`config.mk`:
```
export PLATFORM = sky130hd
export DESIGN_NAME = cpu_sequencer
export DESIGN_NICKNAME = d
export VERILOG_FILES = /design/src/rtl/cpu_seq_pkg.sv /design/src/rtl/cpu_seq_jump_eval.sv /design/src/rtl/cpu_sequencer.sv
export SDC_FILE = /design/constraint.sdc
export NUM_CORES = 1
export LEC_CHECK = 0
export ABC_AREA = 1
export CAP_MARGIN = 20
export CORE_MARGIN = 5
export CORE_UTILIZATION = 27
export DETAILED_ROUTE_END_ITERATION = 10
export GPL_ROUTABILITY_DRIVEN = 0
export PLACE_DENSITY_LB_ADDON = 0.05
export SYNTH_ARGS = -nofsm -noshare
export SYNTH_HDL_FRONTEND = slang
export SYNTH_SLANG_ARGS = --single-unit
```
`constraint.sdc`:
```
create_clock -name clk -period 1.7 [get_ports clk]
set_input_delay 0.34 -clock clk [delete_from_list [all_inputs] [get_ports clk]]
set_output_delay 0.34 -clock clk [all_outputs]
set_load 0.02 [all_outputs]
```
`src/rtl/cpu_seq_pkg.sv`:
```
// Shared types and encodings for the two-byte-instruction CPU sequencer.
// Opcodes live in ir1[7:4]; any opcode with bit 7 set is an ALU operation.
package cpu_seq_pkg;

  typedef enum logic [2:0] {
    ST_FETCH1 = 3'd0,
    ST_FETCH2 = 3'd1,
    ST_EXEC   = 3'd2,
    ST_WB     = 3'd3,
    ST_HALT   = 3'd4
  } state_t;

  localparam logic [3:0] OP_NOP  = 4'b0000;
  localparam logic [3:0] OP_LDI  = 4'b0001;
  localparam logic [3:0] OP_LDM  = 4'b0010;
  localparam logic [3:0] OP_STM  = 4'b0011;
  localparam logic [3:0] OP_JMP  = 4'b0100;
  localparam logic [3:0] OP_RSV5 = 4'b0101;
  localparam logic [3:0] OP_RSV6 = 4'b0110;
  localparam logic [3:0] OP_HALT = 4'b0111;

  localparam logic [1:0] M2R_IMM = 2'b00;
  localparam logic [1:0] M2R_RAM = 2'b01;
  localparam logic [1:0] M2R_ALU = 2'b10;

  localparam logic [2:0] JC_ALWAYS = 3'b000;
  localparam logic [2:0] JC_C      = 3'b001;
  localparam logic [2:0] JC_NC     = 3'b101;
  localparam logic [2:0] JC_Z      = 3'b010;
  localparam logic [2:0] JC_NZ     = 3'b110;

  function automatic logic is_alu(input logic [7:0] ir1);
    return ir1[7];
  endfunction

endpackage

```
`src/rtl/cpu_seq_jump_eval.sv`:
```
// Combinational jump-condition evaluation against the held C/Z flags.
// Unlisted condition codes never jump.
module cpu_seq_jump_eval
  import cpu_seq_pkg::*;
(
  input  logic [2:0] cond,
  input  logic       c_flag,
  input  logic       z_flag,
  output logic       taken
);

  always_comb begin
    taken = 1'b0;
    case (cond)
      JC_ALWAYS: taken = 1'b1;
      JC_C:      taken = c_flag;
      JC_NC:     taken = ~c_flag;
      JC_Z:      taken = z_flag;
      JC_NZ:     taken = ~z_flag;
      default:   taken = 1'b0;
    endcase
  end

endmodule

```
`src/rtl/cpu_sequencer.sv`:
```
// Fetch/execute sequencer: 3 cycles per instruction, 4 for LDM; HALT is absorbing.
// run=0 freezes all state and idles every strobe for that cycle.
module cpu_sequencer
  import cpu_seq_pkg::*;
(
  input  logic       clk,
  input  logic       n_reset,
  input  logic       run,
  input  logic [7:0] rom_data,
  output logic [7:0] pc,
  output logic       ram_n_cs,
  output logic       ram_n_oe,
  output logic       ram_n_we,
  output logic [7:0] ram_addr,
  output logic       reg_write,
  output logic [2:0] reg_rd_addr1,
  output logic [2:0] reg_rd_addr2,
  output logic [2:0] reg_wr_addr,
  output logic [1:0] mem_to_reg,
  output logic [7:0] imm,
  output logic       alu_op,
  output logic [2:0] alu_func,
  input  logic       carry_f,
  input  logic       zero_f,
  output logic       halt
);

  state_t     state;
  logic [7:0] ir1;
  logic [7:0] ir2;
  logic       c_flag;
  logic       z_flag;
  logic [3:0] opcode;
  logic       alu_instr;
  logic       jmp_taken;
  logic       ir1_unused;

  assign opcode    = ir1[7:4];
  assign alu_instr = is_alu(ir1);
  // ir1[3] carries no meaning in any encoding.
  assign ir1_unused = ir1[3];

  cpu_seq_jump_eval u_jump_eval (
    .cond   (ir1[2:0]),
    .c_flag (c_flag),
    .z_flag (z_flag),
    .taken  (jmp_taken)
  );

  always_ff @(posedge clk or negedge n_reset) begin
    if (!n_reset) begin
      state  <= ST_FETCH1;
      pc     <= 8'h00;
      ir1    <= 8'h00;
      ir2    <= 8'h00;
      c_flag <= 1'b0;
      z_flag <= 1'b0;
    end else if (run) begin
      case (state)
        ST_FETCH1: begin
          ir1   <= rom_data;
          pc    <= pc + 8'd1;
          state <= ST_FETCH2;
        end
        ST_FETCH2: begin
          ir2   <= rom_data;
          pc    <= pc + 8'd1;
          state <= ST_EXEC;
        end
        ST_EXEC: begin
          if (alu_instr) begin
            c_flag <= carry_f;
            z_flag <= zero_f;
            state  <= ST_FETCH1;
          end else begin
            case (opcode)
              OP_LDM:  state <= ST_WB;
              OP_HALT: state <= ST_HALT;
              OP_JMP: begin
                if (jmp_taken) pc <= ir2;
                state <= ST_FETCH1;
              end
              default: state <= ST_FETCH1;
            endcase
          end
        end
        ST_WB:   state <= ST_FETCH1;
        ST_HALT: state <= ST_HALT;
        default: state <= ST_FETCH1;
      endcase
    end
  end

  // Strobes decode the async-reset state, so reset idles them immediately.
  always_comb begin
    ram_n_cs   = 1'b1;
    ram_n_oe   = 1'b1;
    ram_n_we   = 1'b1;
    reg_write  = 1'b0;
    alu_op     = 1'b0;
    mem_to_reg = M2R_IMM;
    if (run) begin
      case (state)
        ST_EXEC: begin
          if (alu_instr) begin
            alu_op     = 1'b1;
            reg_write  = 1'b1;
            mem_to_reg = M2R_ALU;
          end else begin
            case (opcode)
              OP_LDI: reg_write = 1'b1;
              OP_LDM: begin
                ram_n_cs = 1'b0;
                ram_n_oe = 1'b0;
              end
              OP_STM: begin
                ram_n_cs = 1'b0;
                ram_n_we = 1'b0;
              end
              default: ;
            endcase
          end
        end
        ST_WB: begin
          if (!alu_instr && opcode == OP_LDM) begin
            ram_n_cs   = 1'b0;
            ram_n_oe   = 1'b0;
            reg_write  = 1'b1;
            mem_to_reg = M2R_RAM;
          end
        end
        default: ;
      endcase
    end
  end

  assign reg_rd_addr1 = ir1[2:0];
  assign reg_rd_addr2 = ir2[6:4];
  assign reg_wr_addr  = alu_instr ? ir2[2:0] : ir1[2:0];
  assign alu_func     = ir1[6:4];
  assign ram_addr     = ir2;
  assign imm          = ir2;
  assign halt         = (state == ST_HALT);

endmodule
```
==> flow_metrics.env <==
export IMPL_status="complete, but fails checks"
export IMPL_violations="negative setup slack"
export IMPL_max_freq_ghz=0.556
export IMPL_cts_root_buf="clkbuf_8"
export IMPL_slew_headroom=0.748
export IMPL_p_sw_uw=2280
export IMPL_syn_inst=229
export IMPL_power_density_mw_per_mm2=1850
export IMPL_vias=1677
export IMPL_synth_seq_area_share=0.411
export IMPL_critPathCaptureType="primary output"
export IMPL_ys_ff_latch=28
export IMPL_finish_utilization=0.429
export IMPL_swShare=0.459
export IMPL_layout_nets=328
export IMPL_clock_latency_ps=270
export IMPL_grt_use_total=0.136
export IMPL_antenna_found_initial=0
export IMPL_critPathArrivalTime_ps=1460
export IMPL_grt_pass1_vias=1710
export IMPL_synthesis_nets=243
export IMPL_drv_slew=0
export IMPL_via_per_inst=4.30
export IMPL_crit_chain="buf_6 -> buf_6 -> nand3_2 -> or3_4 -> buf_6"
export IMPL_intPower_uw=2680
export IMPL_wl_per_cell_um=12.8
export IMPL_row_count=29
export IMPL_grt_pass1_wl_um=8390
export IMPL_synth_warnings=0
export IMPL_syn_to_final_growth_pct=57.3
export IMPL_synth_area_per_cell_um2=7.44
export IMPL_drtAntennaViolNets=0
export IMPL_die_x_um=89.4
export IMPL_cp_slowest_cell="dfrtp_1"
export IMPL_path_common_cell="buf_6"
export IMPL_seq_power_share=0.252
export IMPL_dp_hpwl_um=3910
export IMPL_path_buf_inv=3
export IMPL_path_clk_slew_ps=100
export IMPL_dr_pass1_iters=4
export IMPL_critPathRequiredTime_ps=1360
export IMPL_cap_violations=0
export IMPL_period_share=1.06
export IMPL_path_delay_family="simple AND/OR/NAND/NOR gates"
export IMPL_ios=57
export IMPL_place_ws_ps=-516
export IMPL_period_minus_slack_ps=1800
export IMPL_clk_path_buf_depth=2
export IMPL_clock_sinks=28
export IMPL_ir_worst_vdd_v=0.000836
export IMPL_drive_above_1_share=0.291
export IMPL_htreeDepth=1
export IMPL_cts_tree="built"
export IMPL_finalHoldViolCount=0
export IMPL_critical_path_class="reg -> out"
export IMPL_cts_buffers=3
export IMPL_async_flop_share=1.00
export IMPL_drc=0
export IMPL_slowest_delay_ps=410
export IMPL_tightestPinTransition_ps=378
export IMPL_pwr_share_comb=0.663
export IMPL_synth_edf_count=0
export IMPL_rsz0062_at_grt="true"
export IMPL_min_path_type="in -> async"
export IMPL_finalClockSkew_ps=4.78
export IMPL_setup_viol=2
export IMPL_cp_start_kind="flip-flop"
export IMPL_grt_max_degree=29
export IMPL_worstPathMaxFanout=3
export IMPL_portBuffers=56
export IMPL_grt_overflow=0
export IMPL_synth_flop_cell="dfrtp_1"
export IMPL_die_h_um=89.4
export IMPL_ctsHoldBuffers=0
export IMPL_dr_first_iter_drc_count=30
export IMPL_synth_area_mm2=0.00170
export IMPL_start_util=0.273
export IMPL_leakagePower_uw=0.00153
export IMPL_dieArea_mm2=0.00800
export IMPL_synth_cell_type_count=27
export IMPL_antenna_cells=0
export IMPL_totalWireLength_um=5010
export IMPL_coreArea_mm2=0.00624
export IMPL_power_share_clock=0.085
export IMPL_layout_setup_ws_ps=-98.4
export IMPL_rrSetupSlack_ps=120
[placed cells by master (no fill, tap or decap), types with 3 or more instances in the layout]
master / n
o21ai_1: 3
dlygate4sd2_1: 17
buf_6: 8
clkdlybuf4s50_1: 12
nor2_4: 3
nand3_1: 17
o21ai_0: 20
inv_2: 6
buf_2: 4
buf_4: 45
dfrtp_1: 26
nand2_1: 67
nand3_2: 6
nand2_2: 4
dlymetal6s2s_1: 16
clkbuf_8: 4
inv_1: 25
nor2_1: 6
[metrics by stage]
| step | std cells | cell area (um2) | hold WS (ps) | power [uW] | setup TNS [ps] |
|---|---|---|---|---|---|
| 6_report | 390 | 2680 | 441 | 4950 | -129 |
| 5_1_grt | 390 | 2680 | 484 | 5410 | -516 |
| 4_1_cts | 387 | 2540 | 453 | 4890 | -280 |
| 3_5_place_dp | 380 | 2500 | 531 | 4540 | -4210 |
| 3_3_place_gp | 380 | 2500 | 525 | 4560 | -3830 |
| 2_1_floorplan | 229 | 1700 | 44.4 | 3050 | 0 |
[synthesized netlist by cell type, types with 2 or more instances]
library cell	instances	area (um2)
a21oi_1	2	10.0
buf_2	3	15.0
buf_4	17	128
buf_6	2	22.5
dfrtp_1	28	701
inv_1	27	101
inv_2	4	15.0
nand2_1	69	259
nand2_2	3	18.8
nand2_4	2	22.5
nand3_1	21	105
nand3_2	2	20.0
nand4_1	2	12.5
nor2_1	8	30.0
nor2_4	2	22.5
nor3_1	2	10.0
o211ai_1	2	15.0
o21ai_0	24	120
[final timing paths]
check,startpoint,endpoint,cells past startpoint
setup / recovery,ir1[5],ram_n_we,5
max in group asynchronous,n_reset,state[0],2
setup reg to reg,state[2],pc[0],12
hold reg to reg,pc[7],pc[7],2
min in group clk,pc[7],pc[7],2
hold / removal,n_reset,state[2],2
[repair_timing]
item / 4_1_cts / 5_1_grt
gates resized for setup: 76 / 43
setup endpoints to repair: 27 / 25
pin swaps: 4 / 5
setup buffers: 4 / 4
[cell type report]
class	count	area, um2
sequential	28	703
multi-input combinational	148	792
tap	77	96.3
inverter	31	116
clock buffer	4	55.1
fill	680	3560
timing repair buffer	102	917
[metal layers]
metal,track usage,part of all wire,vias up
met4,0.0230,0.0086,0
met2,0.244,0.52,27
met1,0.167,0.43,765
met5,0,0,-
li1,-,-,881
met3,0.0332,0.044,4
[worst register-to-register path, cell delays in order (launching register included)]
cell and delay [ps]:
dfrtp_2 450, inv_2 70, nand2_2 60, nor2_4 140, buf_4 130, buf_4 90
nand2_1 50, nor2_2 80, nand2_2 100, nand2_8 120, nand2_8 80, nand2_1 70
nand2_1 50
[power by group through the flow]
stage	Combinational, uW	Clock (uW)	Sequential [uW]
5_1_grt	3640	464	1310
4_1_cts	3190	447	1260
3_5_place_dp	3270	0	1280
6_report	3290	419	1250
3_3_place_gp	3280	0	1270
2_1_floorplan	1580	0	1470
[registers in the layout, indices dropped and copies added, names as in the netlist]
register / count
state: 3
c_flag: 1
z_flag: 1
pc: 8
imm: 8
ir1: 7
[kinds of logic (layout without fill, tap and decap cells)]
| group | count (synthesis) | count (layout) | share of synthesized area |
|---|---|---|---|
| mux | 1 | 1 | 0.00661 |
| simple gates | 113 | 113 | 0.301 |
| xor+xnor | 1 | 1 | 0.00514 |
| compound gates | 32 | 32 | 0.104 |
| buf+inv | 53 | 137 | 0.165 |
| fa+ha+maj | 1 | 1 | 0.00734 |
| flops | 28 | 28 | 0.411 |
Power figures use the tool's default switching activity.
